$ cat src/rtl/wb_stage.sv
// rv32i writeback stage: retires MEM-stage results, waits for and extracts load
// data, and drives a registered single-cycle write pulse into the register file.
module wb_stage #(
    parameter int DATA_WIDTH  = 32,
    parameter int RADDR_WIDTH = 5,
    parameter int CNT_WIDTH   = 64
) (
    input  logic                   clk,
    input  logic                   rst_n,
    input  logic                   in_valid,
    output logic                   in_ready,
    input  logic [RADDR_WIDTH-1:0] in_rd,
    input  logic                   in_rd_wen,
    input  logic [DATA_WIDTH-1:0]  in_result,
    input  logic                   in_is_load,
    input  logic [2:0]             in_funct3,
    input  logic [1:0]             in_addr_lo,
    input  logic                   mem_rvalid,
    input  logic [DATA_WIDTH-1:0]  mem_rdata,
    output logic [RADDR_WIDTH-1:0] waddr,
    output logic [DATA_WIDTH-1:0]  wdata,
    output logic                   wen,
    output logic                   load_pending,
    output logic [RADDR_WIDTH-1:0] pending_rd,
    output logic                   load_err,
    output logic [CNT_WIDTH-1:0]   retire_cnt
);

    typedef enum logic [0:0] {
        IDLE      = 1'b0,
        WAIT_LOAD = 1'b1
    } state_t;

    localparam logic [CNT_WIDTH-1:0] CNT_ONE = {{(CNT_WIDTH-1){1'b0}}, 1'b1};

    // Illegal funct3 encodings and misaligned halfword/word accesses.
    function automatic logic f_load_illegal(input logic [2:0] f3, input logic [1:0] lo);
        logic bad;
        case (f3)
            3'b000, 3'b100: bad = 1'b0;
            3'b001, 3'b101: bad = lo[0];
            3'b010:         bad = (lo != 2'b00);
            default:        bad = 1'b1;
        endcase
        return bad;
    endfunction

    function automatic logic [DATA_WIDTH-1:0] f_extract(input logic [2:0] f3,
                                                        input logic [1:0] lo,
                                                        input logic [DATA_WIDTH-1:0] w);
        logic [7:0]            b;
        logic [15:0]           h;
        logic [DATA_WIDTH-1:0] r;
        b = w[{lo, 3'b000} +: 8];
        h = w[{lo[1], 4'b0000} +: 16];
        case (f3)
            3'b000:  r = {{(DATA_WIDTH-8){b[7]}}, b};
            3'b100:  r = {{(DATA_WIDTH-8){1'b0}}, b};
            3'b001:  r = {{(DATA_WIDTH-16){h[15]}}, h};
            3'b101:  r = {{(DATA_WIDTH-16){1'b0}}, h};
            default: r = w;
        endcase
        return r;
    endfunction

    state_t                 r_state, w_state_nx;
    logic [RADDR_WIDTH-1:0] r_rd;
    logic                   r_rd_wen;
    logic [2:0]             r_funct3;
    logic [1:0]             r_addr_lo;
    logic                   r_err;
    logic [RADDR_WIDTH-1:0] r_waddr, w_waddr_nx;
    logic [DATA_WIDTH-1:0]  r_wdata, w_wdata_nx;
    logic                   r_wen, w_wen_nx;
    logic                   r_load_pending, w_load_pending_nx;
    logic [RADDR_WIDTH-1:0] r_pending_rd, w_pending_rd_nx;
    logic                   r_load_err, w_load_err_nx;
    logic [CNT_WIDTH-1:0]   r_retire_cnt;
    logic                   w_retire;
    logic                   w_latch;
    logic                   w_do_write;

    always_comb begin
        w_state_nx        = r_state;
        w_waddr_nx        = r_waddr;
        w_wdata_nx        = r_wdata;
        w_wen_nx          = 1'b0;
        w_load_err_nx     = 1'b0;
        w_load_pending_nx = r_load_pending;
        w_pending_rd_nx   = r_pending_rd;
        w_retire          = 1'b0;
        w_latch           = 1'b0;
        w_do_write        = 1'b0;
        case (r_state)
            IDLE: begin
                if (in_valid) begin
                    if (in_is_load) begin
                        w_latch           = 1'b1;
                        w_state_nx        = WAIT_LOAD;
                        w_load_pending_nx = 1'b1;
                        w_pending_rd_nx   = in_rd;
                    end else begin
                        w_retire   = 1'b1;
                        w_do_write = in_rd_wen && (in_rd != '0);
                        w_wen_nx   = w_do_write;
                        if (w_do_write) begin
                            w_waddr_nx = in_rd;
                            w_wdata_nx = in_result;
                        end
                    end
                end
            end
            WAIT_LOAD: begin
                if (mem_rvalid) begin
                    w_retire          = 1'b1;
                    w_state_nx        = IDLE;
                    w_load_pending_nx = 1'b0;
                    w_pending_rd_nx   = '0;
                    // A faulting load still consumes its response but never writes.
                    w_load_err_nx     = r_err;
                    w_do_write        = !r_err && r_rd_wen && (r_rd != '0);
                    w_wen_nx          = w_do_write;
                    if (w_do_write) begin
                        w_waddr_nx = r_rd;
                        w_wdata_nx = f_extract(r_funct3, r_addr_lo, mem_rdata);
                    end
                end
            end
            default: w_state_nx = IDLE;
        endcase
    end

    always_ff @(posedge clk or negedge rst_n) begin
        if (!rst_n) begin
            r_state        <= IDLE;
            r_rd           <= '0;
            r_rd_wen       <= 1'b0;
            r_funct3       <= '0;
            r_addr_lo      <= '0;
            r_err          <= 1'b0;
            r_waddr        <= '0;
            r_wdata        <= '0;
            r_wen          <= 1'b0;
            r_load_pending <= 1'b0;
            r_pending_rd   <= '0;
            r_load_err     <= 1'b0;
            r_retire_cnt   <= '0;
        end else begin
            r_state        <= w_state_nx;
            r_waddr        <= w_waddr_nx;
            r_wdata        <= w_wdata_nx;
            r_wen          <= w_wen_nx;
            r_load_pending <= w_load_pending_nx;
            r_pending_rd   <= w_pending_rd_nx;
            r_load_err     <= w_load_err_nx;
            if (w_retire) begin
                r_retire_cnt <= r_retire_cnt + CNT_ONE;
            end
            if (w_latch) begin
                r_rd      <= in_rd;
                r_rd_wen  <= in_rd_wen;
                r_funct3  <= in_funct3;
                r_addr_lo <= in_addr_lo;
                r_err     <= f_load_illegal(in_funct3, in_addr_lo);
            end
        end
    end

    assign in_ready     = (r_state == IDLE);
    assign waddr        = r_waddr;
    assign wdata        = r_wdata;
    assign wen          = r_wen;
    assign load_pending = r_load_pending;
    assign pending_rd   = r_pending_rd;
    assign load_err     = r_load_err;
    assign retire_cnt   = r_retire_cnt;

endmodule

$ cat config.mk
export PLATFORM = sky130hd
export DESIGN_NAME = wb_stage
export DESIGN_NICKNAME = d
export VERILOG_FILES = /design/src/rtl/wb_stage.sv
export SDC_FILE = /design/constraint.sdc
export NUM_CORES = 1
export LEC_CHECK = 0
export ABC_AREA = 1
export ABC_CLOCK_PERIOD_IN_PS = 2050
export BUFFER_PORTS_ARGS = -buffer_cell sky130_fd_sc_hd__buf_2
export CORE_AREA = 2 2 119 121
export CTS_CLUSTER_SIZE = 8
export DETAILED_ROUTE_END_ITERATION = 6
export DIE_AREA = 0 0 121 123
export PLACE_DENSITY = 0.87
export SLEW_MARGIN = 20
export SYNTH_ARGS = -nofsm -noshare
export SYNTH_HDL_FRONTEND = slang
export SYNTH_SLANG_ARGS = --single-unit
export TNS_END_PERCENT = 20
$ cat constraint.sdc
create_clock -name clk -period 2.05 [get_ports clk]
set_input_delay 0.205 -clock clk [delete_from_list [all_inputs] [get_ports clk]]
set_output_delay 0.205 -clock clk [all_outputs]
set_load 0.1 [all_outputs]
==> results of run 1 <==
==> final timing paths <==
| path | from | endpoint | slack, ns | cells past startpoint |
|---|---|---|---|---|
| setup / recovery | r_state | in_ready | 0.20 | 3 |
| min in group asynchronous | rst_n | wdata[13] | 0.30 | 2 |
| setup reg to reg | r_state | r_rd[4] | 0.23 | 6 |
| hold / removal | in_result[21] | wdata[21] | 0.01 | 3 |
| hold reg to reg | wdata[25] | wdata[25] | 0.48 | 2 |
| max in group asynchronous | rst_n | retire_cnt[1] | 1.08 | 3 |
==> layout make-up <==
cell class | count | area (um^2)
clock buffer | 17 | 425.4
timing repair buffer | 205 | 1111
sequential | 122 | 3088
multi-input combinational | 736 | 3571
tap | 180 | 225.2
inverter | 66 | 247.7
clock inverter | 15 | 166.4
fill | 1173 | 4777
==> through the flow <==
stage	std cells	area [um^2]
4_1_cts	1341	8835
6_report	1341	8835
3_5_place_dp	1308	8233
3_3_place_gp	1308	8233
5_1_grt	1341	8835
2_1_floorplan	956	7067
==> power groups by stage <==
| stage | combinational [W] | sequential, W | clock (W) |
|---|---|---|---|
| after floorplan | 0.000953 | 0.00572 | 0 |
| after global placement | 0.00432 | 0.00318 | 0 |
| after detailed placement | 0.00436 | 0.00318 | 0 |
| after CTS | 0.00438 | 0.00315 | 0.00307 |
| after global routing | 0.00459 | 0.00321 | 0.00318 |
| final | 0.00438 | 0.00316 | 0.00302 |
==> worst reg2reg max path: stages, from the launching register on <==
cell,delay (ns)
dfrtp_1,0.47
inv_2,0.10
buf_4,0.42
nand3_1,0.18
inv_1,0.33
nand2_1,0.15
o21ai_0,0.10
==> state kept, by name, indices dropped and copies added (netlist names), 2 cells and up <==
signal and cells:
pending_rd 5, r_addr_lo 2, r_rd 5, retire_cnt 64
waddr 5, wdata 32, r_funct3 3
==> timing repair <==
action,4_1_cts,5_1_grt
setup buffers,0,0
hold buffers,1,0
gates resized for setup,0,0
endpoints found under the hold margin,35,0
==> layer usage <==
metal  vias up  wire (um)
li1       3490          -
met1      3433       8721
met2       435      10590
met3        54       2117
met4         0        700
met5         -          0
==> logic make-up after synthesis <==
kind of cell	share of synthesized area [%]
AO/OA/AOI/OAI	8.584
XOR/XNOR	4.862
adder cells (fa/ha/maj)	0.1781
buffers and inverters	5.717
flip-flops	43.46
AND/OR/NAND/NOR	37.20
==> cell usage in the layout, fill, tap and decap left out, drive strengths merged, types with 3 or more instances in the layout <==
cell type,netlist,final
nand2,343,343
buf,20,204
nor2,127,127
dfrtp,122,122
inv,66,71
nand3,66,66
a21oi,37,37
o21ai,35,35
nand4,23,23
xnor2,20,20
o211ai,20,20
xor2,19,19
clkbuf,12,17
nor3,16,16
nand3b,11,11
a31oi,11,11
clkinv,0,5
clkinvlp,0,3
==> results.json, run 1 <==
{
  "status": "complete, no violations",
  "start_util_pct": 51.61,
  "setup_ws_ns": 0.1955,
  "end_kind": "output pin",
  "synth_top_area_share_pct": 43.46,
  "die_x_um": 121,
  "die_h_um": 123,
  "ys.flop_type": "dfrtp_1",
  "antenna_found_initial": 0,
  "switchingPower_w": 0.005207,
  "hold_ws_ns": 0.01334,
  "use_met2_pct": 50.46,
  "gp_congestion": 0.9329,
  "nNetsFinal": 1229,
  "hp-class": "in2reg",
  "clockBufferDepth": 2,
  "synth_cells": 956,
  "cp_top_family": "buffers and inverters",
  "drtIter0Drc": 825,
  "synth_area_leaders": "dfrtp_1 (43%), nand2_1 (18%), nor2_1 (6.1%)",
  "finalWirelength_um": 22130,
  "clk_pin_slew_ns": 0.06,
  "p_sw_share_pct": 49.31,
  "ir_drop_uv": 1308,
  "area_growth_pct": 25.75,
  "critical_path.max_stage_delay_ns": 0.47,
  "clock_latency_ns": 0.42,
  "vias": 7412,
  "timing.final.crit_share_pct": 90.47,
  "grt_max_degree": 47,
  "p_clk_share_pct": 28.6,
  "grt_use_met1_pct": 36.81,
  "via_per_inst": 5.527,
  "maxCapViolCount": 0,
  "rows": 43,
  "slew_headroom_pct": 62.45,
  "cts-root-buf": "clkbuf_16",
  "busiest_layer": "met2",
  "synth_nets": 1037,
  "wl_per_cell_um": 16.50,
  "drc": 0,
  "finalSetupViolCount": 0,
  "io_pins": 190,
  "worst_pin_slew_ns": 0.5624,
  "finalMaxSlewViolations": 0,
  "cpMaxStageDelayCell": "dfrtp_1",
  "synth_commonest_cells": "nand2_1 (334), dfrtp_1 (122), nor2_1 (114)",
  "cts_buffers": 17,
  "async_flop_share_pct": 100.0,
  "yosysTopAreaCell": "dfrtp_1",
  "seqPwrFrac_pct": 29.9,
  "ys_types": 38,
  "critical_path_class": "reg2out",
  "report.final.hold_viol_count": 0,
  "worstPathArrival_ns": 1.65,
  "die_area_mm2": 0.01488,
  "io_buffers": 189,
  "cts_tree": "built",
  "critPathBufInv": 3,
  "fmax_mhz": 539.2,
  "p_comb_share_pct": 41.5,
  "worst_ep_required_time_ns": 1.85,
  "synth-edff-count": 0,
  "syn_area_per_cell_um2": 7.349,
  "power.internal_w": 0.005352,
  "setup-tns-final_ns": 0,
  "fin_total_pwr_w": 0.01056,
  "yosysSeqAreaShare_pct": 43.46,
  "place_worst_setup_slack_ns": 0.2861,
  "grt.met3_usage_pct": 7.934,
  "utilization_pct": 64.90,
  "gr-total-overflow": 0,
  "worstPathCellList": "inv_2, buf_4, buf_12",
  "grt_first_pass_wirelength_um": 34940,
  "fin_skew_ns": 0.007538,
  "cp_max_fo": 46,
  "grt_pass1_vias": 6996,
  "ys_ff_latch": 122,
  "leakage_nw": 4.428,
  "min_period_ns": 1.855,
  "p_per_area_mw_per_mm2": 1195,
  "worst_setup_path_start_kind": "flip-flop",
  "clock_sinks": 122,
  "dr.pass1.iters": 5,
  "cts.htree.levels": 4,
  "core_area_mm2": 0.01361,
  "synth_most_common_cell": "nand2_1",
  "antenna_cells": 0,
  "antenna_left": 0,
  "drive_gt1_share_pct": 25.84,
  "rsz0062_at_grt": "no",
  "synth_area_mm2": 0.007025,
  "grtUsageTotal_pct": 30.27,
  "yosys_warnings": 0,
  "dpl.hpwl_um": 16430
}
No activity file was read; power rests on OpenSTA's default activity.
==> run 2, diff against run 1 <==
- ABC_CLOCK_PERIOD_IN_PS: 2050 -> 1630
- CELL_PAD_IN_SITES_DETAIL_PLACEMENT: unset -> 1
- CELL_PAD_IN_SITES_GLOBAL_PLACEMENT: unset -> 2
- CORE_AREA: 2 2 119 121 -> 2 2 168 170
- DIE_AREA: 0 0 121 123 -> 0 0 170 172
- PLACE_DENSITY: 0.87 -> 0.83
- clock period: 2.05 -> 1.63 ns (I/O delays scaled with it)
==> results.json, run 2 (same netlist as run 1, synthesis figures left out) <==
{
  "fmax_mhz": 600.8,
  "top_layer": "met5",
  "leakage_nw": 5.161,
  "fin_skew_ns": 0.01780,
  "grt_first_pass_wirelength_um": 45710,
  "hp-class": "in2reg",
  "rows": 61,
  "worstPathArrival_ns": 1.50,
  "cts_tree": "built",
  "antenna_found_initial": 3,
  "grt_pass1_vias": 8280,
  "io_buffers": 189,
  "mostFrequentLayoutCell": "nand2_1",
  "io_pins": 190,
  "die_area_mm2": 0.02924,
  "setup-tns-final_ns": -0.2663,
  "drt-met1-wl_um": 13580,
  "vias": 7729,
  "rsz0062_at_grt": "yes",
  "layout_common_cells": "nand2_1 (314), buf_2 (184), buf_4 (103)",
  "cp_max_fo": 46,
  "worst_pin_slew_ns": 0.5316,
  "clock_sinks": 122,
  "end_kind": "output pin",
  "cts_buffers": 17,
  "largest_register_ff_count": 64,
  "area_growth_pct": 50.97,
  "violations": "setup timing",
  "fin_area_mm2": 0.01061,
  "report.final.hold_viol_count": 0,
  "post_dp_cell_area_mm2": 0.009311,
  "finalWirelength_um": 28860,
  "met3WireLength_um": 975,
  "worst_ep_required_time_ns": 1.47,
  "nNetsFinal": 1361,
  "gp_congestion": 0.8432,
  "finalSetupViolCount": 16,
  "worst_setup_path_start_kind": "flip-flop",
  "cts.htree.levels": 4,
  "wl_per_cell_um": 17.59,
  "clock_latency_ns": 0.43,
  "min_period_ns": 1.664,
  "wl_met2_um": 13840,
  "core_area_mm2": 0.02748,
  "hold_ws_ns": 0.01880,
  "status": "finished, violations left",
  "dpl.hpwl_um": 21560,
  "start_util_pct": 25.57,
  "grtUsageTotal_pct": 20.09,
  "antenna_left": 0,
  "ir_drop_uv": 703.8,
  "grt_max_degree": 86,
  "finalMaxSlewViolations": 0,
  "gr-total-overflow": 0,
  "cts-root-buf": "clkbuf_16",
  "timing.final.crit_share_pct": 102.1,
  "drtIter0Drc": 449,
  "r2r_slack_ns": -0.03,
  "critical_path_class": "reg2out",
  "fin_total_pwr_w": 0.01387,
  "slew_headroom_pct": 64.80,
  "placed_cells": 1560,
  "via_per_inst": 4.710,
  "clockBufferDepth": 2,
  "die_x_um": 170,
  "dr.pass1.iters": 5,
  "p_per_area_mw_per_mm2": 1308,
  "setup_ws_ns": -0.03441,
  "drive_gt1_share_pct": 38.13,
  "die_h_um": 172,
  "clk_pin_slew_ns": 0.06,
  "drc": 0,
  "final_cells": 1641,
  "maxCapViolCount": 0
}
run 2: changes by cell type in the layout (fill, tap and decap cells not counted), moves of 14 or more:
cell,delta
nand2_1,-20
nor2_2,+21
dfrtp_1,-31
nor2_1,-26
dfrtp_4,+29
buf_4,+89
nand2_2,+14
dlygate4sd3_1,+30
run 2: where the power goes:
group | switching, W | internal [W] | total, W
Combinational | 0.00485 | 0.00126 | 0.00611
Sequential | 0.000389 | 0.00358 | 0.00397
Clock | 0.00174 | 0.00205 | 0.00379
Total | 0.00698 | 0.00689 | 0.0139
run 2: worst paths after layout:
kind,from,end,cells past startpoint
worst max register to register,retire_cnt[32],retire_cnt[49],11
worst min-delay path,in_result[6],wdata[6],3
min in group asynchronous,rst_n,r_rd[2],3
worst min register to register,wdata[17],wdata[17],2
max in group asynchronous,rst_n,retire_cnt[30],3
worst max-delay path,r_state,in_ready,4
run 2: timing repair:
item	CTS	global route
hold endpoints to repair	152	0
gates resized for setup	32	45
endpoints found under the setup margin	30	84
hold buffers	31	0
pin swaps	18	19
setup buffers	9	8
run 2: critical path: stages, from the launching register on:
cell     delay, ns
dfrtp_1       0.41
inv_2         0.10
buf_4         0.13
buf_16        0.21
buf_12        0.21
run 2: metal layers:
metal / up-vias / GRT usage [%]
met1: 3812 / 26.90
met2: 130 / 33.35
met3: 34 / 3.456
met4: 2 / 5.909
met5: - / 0
li1: 3751 / -
run 2: layout make-up:
cell class,count,area (um^2)
Antenna cell,2,5.005
Clock buffer,18,439.2
Clock inverter,14,126.4
Fill cell,3377,16870
Inverter,66,250.2
Multi-Input combinational cell,736,3856
Sequential cell,122,3199
Tap cell,346,432.9
Timing Repair Buffer,337,2297
run 2: per-stage QoR:
step	utilization (%)	setup WS (ns)
5_1_grt	38.60	-0.1362
2_1_floorplan	-	-0.2382
3_3_place_gp	33.89	-0.1465
6_report	38.60	-0.03441
4_1_cts	37.77	-0.04736
3_5_place_dp	33.89	-0.1952
